==> src/rtl/eth_rx_byte_framer_if.sv <==
// Byte-stream bundle between the PHY/MAC byte interface and eth_rx_byte_framer.
// master drives raw receive bytes; slave is the framer returning framed bytes and status.
interface eth_rx_byte_framer_if;
  logic [7:0]  rx_data;
  logic        rx_dv;
  logic [7:0]  eth_data;
  logic [7:0]  cnt;
  logic        data_valid;
  logic        frame_done;
  logic [15:0] frame_len;
  logic        runt;
  logic        udp_frame;

  modport master (
    output rx_data, rx_dv,
    input  eth_data, cnt, data_valid, frame_done, frame_len, runt, udp_frame
  );

  modport slave (
    input  rx_data, rx_dv,
    output eth_data, cnt, data_valid, frame_done, frame_len, runt, udp_frame
  );
endinterface

==> src/rtl/eth_rx_byte_framer.sv <==
// Strips preamble/SFD from the PHY byte stream; presents frame bytes with index, length and runt status.
// Latency 1 cycle rx_data -> eth_data; no backpressure, the PHY stream cannot be stalled.
// UDP_FILTER_EN adds IPv4/UDP header recognition on udp_frame (tied 0 otherwise).
module eth_rx_byte_framer #(
  parameter int MIN_LEN = 60,
  parameter int MAX_PRE = 7
) (
  input logic                 clk,
  input logic                 reset,
  eth_rx_byte_framer_if.slave rx
);
  localparam int PW = $clog2(MAX_PRE + 1);
  localparam logic [PW-1:0] PRE_LIMIT = PW'(MAX_PRE);
  localparam logic [15:0]   MIN_LEN_W = 16'(MIN_LEN);

  typedef enum logic [1:0] {IDLE, PRE, DATA, DROP} state_t;

  state_t        state_q, state_d;
  logic [PW-1:0] pre_cnt_q, pre_cnt_d;
  logic [15:0]   byte_cnt_q, byte_cnt_d;
  logic [7:0]    eth_data_q, eth_data_d;
  logic [7:0]    cnt_q, cnt_d;
  logic          data_valid_q, data_valid_d;
  logic          frame_done_q, frame_done_d;
  logic [15:0]   frame_len_q, frame_len_d;
  logic          runt_q, runt_d;

  always_comb begin
    state_d      = state_q;
    pre_cnt_d    = pre_cnt_q;
    byte_cnt_d   = byte_cnt_q;
    eth_data_d   = eth_data_q;
    cnt_d        = cnt_q;
    data_valid_d = 1'b0;
    frame_done_d = 1'b0;
    frame_len_d  = frame_len_q;
    runt_d       = runt_q;
    case (state_q)
      IDLE: begin
        if (rx.rx_dv) begin
          if (rx.rx_data == 8'h55) begin
            state_d   = PRE;
            pre_cnt_d = PW'(1);
          end else begin
            state_d = DROP;
          end
        end
      end
      PRE: begin
        if (!rx.rx_dv) begin
          state_d = IDLE;
        end else if (rx.rx_data == 8'hD5) begin
          state_d    = DATA;
          byte_cnt_d = '0;
        end else if (rx.rx_data == 8'h55 && pre_cnt_q < PRE_LIMIT) begin
          pre_cnt_d = pre_cnt_q + PW'(1);
        end else begin
          state_d = DROP;
        end
      end
      DATA: begin
        if (rx.rx_dv) begin
          eth_data_d   = rx.rx_data;
          // cnt is only a field index for decoders, so it pins at 255 on long frames
          cnt_d        = (byte_cnt_q > 16'd255) ? 8'hFF : byte_cnt_q[7:0];
          data_valid_d = 1'b1;
          if (byte_cnt_q != 16'hFFFF) byte_cnt_d = byte_cnt_q + 16'd1;
        end else begin
          frame_done_d = 1'b1;
          frame_len_d  = byte_cnt_q;
          runt_d       = (byte_cnt_q < MIN_LEN_W);
          state_d      = IDLE;
        end
      end
      DROP: begin
        if (!rx.rx_dv) state_d = IDLE;
      end
      default: state_d = IDLE;
    endcase
  end

  always_ff @(posedge clk or negedge reset) begin
    if (!reset) begin
      state_q      <= IDLE;
      pre_cnt_q    <= '0;
      byte_cnt_q   <= '0;
      eth_data_q   <= '0;
      cnt_q        <= '0;
      data_valid_q <= 1'b0;
      frame_done_q <= 1'b0;
      frame_len_q  <= '0;
      runt_q       <= 1'b0;
    end else begin
      state_q      <= state_d;
      pre_cnt_q    <= pre_cnt_d;
      byte_cnt_q   <= byte_cnt_d;
      eth_data_q   <= eth_data_d;
      cnt_q        <= cnt_d;
      data_valid_q <= data_valid_d;
      frame_done_q <= frame_done_d;
      frame_len_q  <= frame_len_d;
      runt_q       <= runt_d;
    end
  end

  assign rx.eth_data   = eth_data_q;
  assign rx.cnt        = cnt_q;
  assign rx.data_valid = data_valid_q;
  assign rx.frame_done = frame_done_q;
  assign rx.frame_len  = frame_len_q;
  assign rx.runt       = runt_q;

`ifdef UDP_FILTER_EN
  // hit bits: ethertype hi/lo, IPv4 version/IHL, IP protocol; cleared at SFD so short frames fail
  logic [3:0] hit_q, hit_d;
  logic       udp_frame_q, udp_frame_d;

  always_comb begin
    hit_d       = hit_q;
    udp_frame_d = udp_frame_q;
    if (state_q == PRE && rx.rx_dv && rx.rx_data == 8'hD5) begin
      hit_d       = '0;
      udp_frame_d = 1'b0;
    end else if (state_q == DATA) begin
      if (rx.rx_dv) begin
        case (byte_cnt_q)
          16'd12:  hit_d[0] = (rx.rx_data == 8'h08);
          16'd13:  hit_d[1] = (rx.rx_data == 8'h00);
          16'd14:  hit_d[2] = (rx.rx_data == 8'h45);
          16'd23:  hit_d[3] = (rx.rx_data == 8'h11);
          default: ;
        endcase
      end else begin
        udp_frame_d = &hit_q;
      end
    end
  end

  always_ff @(posedge clk or negedge reset) begin
    if (!reset) begin
      hit_q       <= '0;
      udp_frame_q <= 1'b0;
    end else begin
      hit_q       <= hit_d;
      udp_frame_q <= udp_frame_d;
    end
  end

  assign rx.udp_frame = udp_frame_q;
`else
  assign rx.udp_frame = 1'b0;
`endif
endmodule
==> src/flat_wrapper.sv <==
// flat-port wrapper written by rule: the top's interface ports become plain ports
module eth_rx_byte_framer_flat 
#(
  parameter int MIN_LEN = 60,
  parameter int MAX_PRE = 7
)
  (clk, reset, rx_rx_data, rx_rx_dv, rx_eth_data, rx_cnt, rx_data_valid, rx_frame_done, rx_frame_len, rx_runt, rx_udp_frame);
  eth_rx_byte_framer_if rx_i ();
  input logic clk;
  input logic reset;
  input wire logic [$bits(rx_i.rx_data)-1:0] rx_rx_data;
  input wire logic [$bits(rx_i.rx_dv)-1:0] rx_rx_dv;
  output wire logic [$bits(rx_i.eth_data)-1:0] rx_eth_data;
  output wire logic [$bits(rx_i.cnt)-1:0] rx_cnt;
  output wire logic [$bits(rx_i.data_valid)-1:0] rx_data_valid;
  output wire logic [$bits(rx_i.frame_done)-1:0] rx_frame_done;
  output wire logic [$bits(rx_i.frame_len)-1:0] rx_frame_len;
  output wire logic [$bits(rx_i.runt)-1:0] rx_runt;
  output wire logic [$bits(rx_i.udp_frame)-1:0] rx_udp_frame;
  assign rx_i.rx_data = rx_rx_data;
  assign rx_i.rx_dv = rx_rx_dv;
  assign rx_eth_data = rx_i.eth_data;
  assign rx_cnt = rx_i.cnt;
  assign rx_data_valid = rx_i.data_valid;
  assign rx_frame_done = rx_i.frame_done;
  assign rx_frame_len = rx_i.frame_len;
  assign rx_runt = rx_i.runt;
  assign rx_udp_frame = rx_i.udp_frame;
  eth_rx_byte_framer #(.MIN_LEN(MIN_LEN), .MAX_PRE(MAX_PRE)) u_core (.clk(clk), .reset(reset), .rx(rx_i));
endmodule
==> config.mk <==
export PLATFORM = sky130hd
export DESIGN_NAME = eth_rx_byte_framer_flat
export DESIGN_NICKNAME = d
export VERILOG_FILES = /design/src/rtl/eth_rx_byte_framer_if.sv /design/src/rtl/eth_rx_byte_framer.sv /design/src/flat_wrapper.sv
export SDC_FILE = /design/constraint.sdc
export NUM_CORES = 1
export LEC_CHECK = 0
export CORE_MARGIN = 3
export CORE_UTILIZATION = 40
export DETAILED_ROUTE_END_ITERATION = 10
export DONT_BUFFER_PORTS = 1
export HOLD_SLACK_MARGIN = 0.02
export MAX_ROUTING_LAYER = met4
export PLACE_DENSITY = 0.62
export SLEW_MARGIN = 15
export SYNTH_ARGS = -nofsm -noshare
export SYNTH_HDL_FRONTEND = slang
export SYNTH_SLANG_ARGS = --single-unit
==> constraint.sdc <==
create_clock -name clk -period 4.9 [get_ports clk]
set_input_delay 0.98 -clock clk [delete_from_list [all_inputs] [get_ports clk]]
set_output_delay 0.98 -clock clk [all_outputs]
set_load 0.02 [all_outputs]
==> results list <==
- Setup repair after global routing left no endpoint under its margin.
- RD Place Congestion: approximately 0.85
- The synthesized netlist occupies a cell area of around 2600 um^2.
- Hold violation total from the final report: 0
* Minimum setup slack among reg-to-reg paths: between 2000 and 3000 ps
* Commonest non-fill, non-tap cell in the layout: sky130_fd_sc_hd__dfrtp_1
* Final Instance Area: ~2700 um^2
- For the worst setup path, the data required time is about 5100 ps.
- In this run the power density over the cells is around 340 nW/um^2.
- During placement, the flow inserted port buffers numbering 0.
* Clock tree skew after final layout: between 5 and 6 ps
* Final setup TNS: 0 ps
- Once placement finished, the instance area stood at between 2000 and 3000 um^2.
- Clock Tree Root: sky130_fd_sc_hd__clkbuf_8
* Rows: 28
* FMAX: 420 MHz
- Dividing the final minimum period by the clock period gives between 40 and 50%.
- TritonCTS clock tree: built
* Number of synthesized flops with an enable pin: 0
* Average instance area after synthesis: 10.9 um^2
- After detailed routing, no signal wire sits above met4.
- By startpoint and endpoint, the worst setup path is classified as flip-flop to flip-flop.
- DP Wirelength: between 3000 and 4000 um
- After synthesis, the largest family of logic cells by area is simple AND/OR/NAND/NOR gates.
* Max Cap Violations: 0
- Data arrival time of the critical path: about 2600 ps
* Transition time at the pin with the least slew margin: between 900 and 1000 ps
* Post-synthesis sequential element count: 56
- The largest total area in the synthesized netlist belongs to sky130_fd_sc_hd__dfrtp_1.
* Detailed-route vias per instance: about 5.8
- The die is 86.4 um wide.
- The synthesized netlist devotes between 10% and 20% of its cell area to compound gates.
* Min-Delay Path Class: primary input to async pin
- Count of hold buffers inserted by post-cts repair: 0
- Arithmetic-cell share of the synthesized area counting full adders, half adders and majority gates: less than 1%
* Highest ir drop seen on vdd: 141 uV
- Number of DRC markers in iteration 0: around 150
- Relative to the synthesized area, the layout overhead comes to 5.08%.
- In this run the static leakage power is ~1.2 nW.
* Post-synth cell types: 45
- Ports placed on the boundary: 47
- The synthesized netlist devotes 0.339% of its cell area to XOR and XNOR gates.
- After detailed routing, the met3 layer carries about 360 um of wire.
* Highest net fanout along the worst path: 11
- The clock reaches the later pin of the worst-skew pair after ~300 ps.
- The Yosys step of the flow raised 0 warnings.
* Final number of setup-violating endpoints: 0
- Pre-Repair DR Iteration Count: 4
- Worst R2R Start: u_core.byte_cnt_q[0]$_DFFE_PN0P_
- Global routing finished with a remaining overflow of 0.
- In the synthesized netlist, mux cells make up 6.97% of the area.
- Summed over all nets, wire length on met2 after detailed routing comes to approximately 2500 um.
- Total of cells resized after clock tree synthesis: 0
- The worst setup path is launched from a flip-flop.
* Fraction of final layout cells with drive strength greater than 1: roughly 15%
- Number of max-slew violations in the final report: 0
* Wire length of the first global-routing pass: between 9000 and 10,000 um
- Top post-synthesis cells by area: sky130_fd_sc_hd__dfrtp_1 (54%), sky130_fd_sc_hd__mux2_2 (7.0%), sky130_fd_sc_hd__nand2_1 (5.8%)
- Post-CTS timing repair inserted 0 buffers for setup.
- Total CTS buffers: 5
- The H-tree was split into 2 levels.
* Final routed wire length divided by cell count: between 15 and 20 um
- Die area: roughly 7500 um^2
* Via count: around 1,800
- Main flop type after synthesis: sky130_fd_sc_hd__dfrtp_1
* Outcome: completed
- Antenna-violating nets left: 0
* Total global routing track utilization: around 16%
* Commonest cells after routing, fill and taps aside: sky130_fd_sc_hd__dfrtp_1 (56), sky130_fd_sc_hd__nand2_1 (40), sky130_fd_sc_hd__mux2_2 (16), sky130_fd_sc_hd__a21oi_1 (12), sky130_fd_sc_hd__o21ai_1 (11)
* Post-Syn Instances: between 200 and 250
- The detailed router put a total of approximately 2500 um of wire on met1.
* Simple-gate share of the synthesized area: a little under a fifth
- Number of nets in the synthesized netlist: roughly 250
- Summed over all layers, the routed wires come to roughly 5500 um.
* Proportion of register bits with asynchronous set or reset after synthesis: between 90% and 100%
- Overall power of the completed layout: between 0.0009 and 0.001 W
* Initial antenna violation count: 0
* DRC violations left: 0
- Post-synthesis sequential area ratio: a little over half
* Cells on worst reg2reg path: 6
- The clock passes through at most 2 buffers.
- For this run, the post-layout net count is about 250.
- In this run the vertical extent of the chip is approximately 86 um.
* Largest net degree at the start of global routing: between 50 and 60
* Initial core utilization: between 40% and 50%
* Clock-pin transition on the worst setup and hold timing paths: ~90 ps
* Clock sink count: 56
* Portion of synthesized cell area occupied by the leading cell type: a little over half
* Number of global-route vias before repair: about 1,800
- The repair_antennas step left the layout with diodes totalling 0.
- Std-Cell Core Area: approximately 6100 um^2
* Sort of element at the end of the critical path: flip-flop
* Normalized max-slew margin: between 30 and 40%
- The worst register-to-register path ends at u_core.byte_cnt_q[3]$_DFFE_PN0P_.
- The worst path in the final design needs a cycle of between 2000 and 2500 ps, including I/O delays and setup.
==> report_power, final <==
part,switching (W),internal [W]
combinational,0.0000404,0.0000365
sequential,0.0000838,0.000503
clock,0.000139,0.000116
total,0.000263,0.000655
==> critical path, stage by stage, from the launching register on <==
cell and delay (ps):
sky130_fd_sc_hd__dfrtp_1 510, sky130_fd_sc_hd__ha_1 310, sky130_fd_sc_hd__and2_1 260, sky130_fd_sc_hd__nand4_4 120, sky130_fd_sc_hd__a221oi_2 780, sky130_fd_sc_hd__o21ai_1 180
sky130_fd_sc_hd__o31ai_1 110
==> sequential cells by signal, indices dropped and copies added (netlist names) <==
register and flops:
u_core.state_q 2, u_core.rx.frame_done 1, u_core.rx.frame_len 16, u_core.byte_cnt_q 16
u_core.pre_cnt_q 3, u_core.rx.runt 1, u_core.rx.data_valid 1, u_core.rx.eth_data 8
u_core.rx.cnt 8
==> cells in the mapped netlist (4+ instances only) <==
cell type and count:
sky130_fd_sc_hd__dfrtp_1 56, sky130_fd_sc_hd__nor2_1 9, sky130_fd_sc_hd__o21ai_1 11, sky130_fd_sc_hd__mux2_2 16, sky130_fd_sc_hd__nor2b_1 4, sky130_fd_sc_hd__nand2b_1 4, sky130_fd_sc_hd__nand4_1 4, sky130_fd_sc_hd__o21ai_0 7
sky130_fd_sc_hd__o22a_1 7, sky130_fd_sc_hd__nand3_1 6, sky130_fd_sc_hd__nand2_1 40, sky130_fd_sc_hd__a31oi_1 7, sky130_fd_sc_hd__a21oi_1 12, sky130_fd_sc_hd__o31ai_1 4, sky130_fd_sc_hd__and2_1 4
==> per-layer routing <==
layer / vias up / global-route usage (%)
met3: 7 / 3.90
met5: - / -
li1: 862 / -
met1: 891 / 20.9
met4: 0 / 4.67
met2: 49 / 24.5
==> area by class of cell <==
class	instances	area (um^2)
clock buffers	8	90.1
inverters	4	20.0
flip-flops and latches	56	1400
multi-input cells	169	1110
fillers	584	3380
well taps	75	93.8
==> worst max-delay path by stage <==
stage / startpoint / endpoint / depth (start not counted)
final: u_core.byte_cnt_q[0]$_DFFE_PN0P_ / u_core.byte_cnt_q[3]$_DFFE_PN0P_ / 6
after floorplan: rx_rx_data[5] / u_core.byte_cnt_q[8]$_DFFE_PN0P_ / 6
after CTS: u_core.byte_cnt_q[0]$_DFFE_PN0P_ / u_core.byte_cnt_q[3]$_DFFE_PN0P_ / 6
after global routing: u_core.byte_cnt_q[0]$_DFFE_PN0P_ / u_core.byte_cnt_q[5]$_DFFE_PN0P_ / 6
after detailed placement: rx_rx_dv / u_core.byte_cnt_q[3]$_DFFE_PN0P_ / 5
after global placement: rx_rx_dv / u_core.byte_cnt_q[11]$_DFFE_PN0P_ / 5
==> per-stage QoR <==
| stage | setup slack [ps] | hold slack, ps | utilization, % | cells |
|---|---|---|---|---|
| floorplan | 2780 | 498 | - | 238 |
| global placement | 2450 | 548 | 43.1 | 304 |
| detailed placement | 2370 | 561 | 43.1 | 304 |
| CTS | 2500 | 350 | 44.6 | 312 |
| global route | 2270 | 339 | 44.6 | 312 |
| finish | 2520 | 362 | 44.6 | 312 |
==> cell families after synthesis <==
kind of cell / after synthesis
XOR/XNOR: 1
buffers and inverters: 13
AND/OR/NAND/NOR: 87
other: 1
multiplexers: 16
flip-flops: 56
adder cells (fa/ha/maj): 2
AO/OA/AOI/OAI: 62
Power figures use the tool's default switching activity.
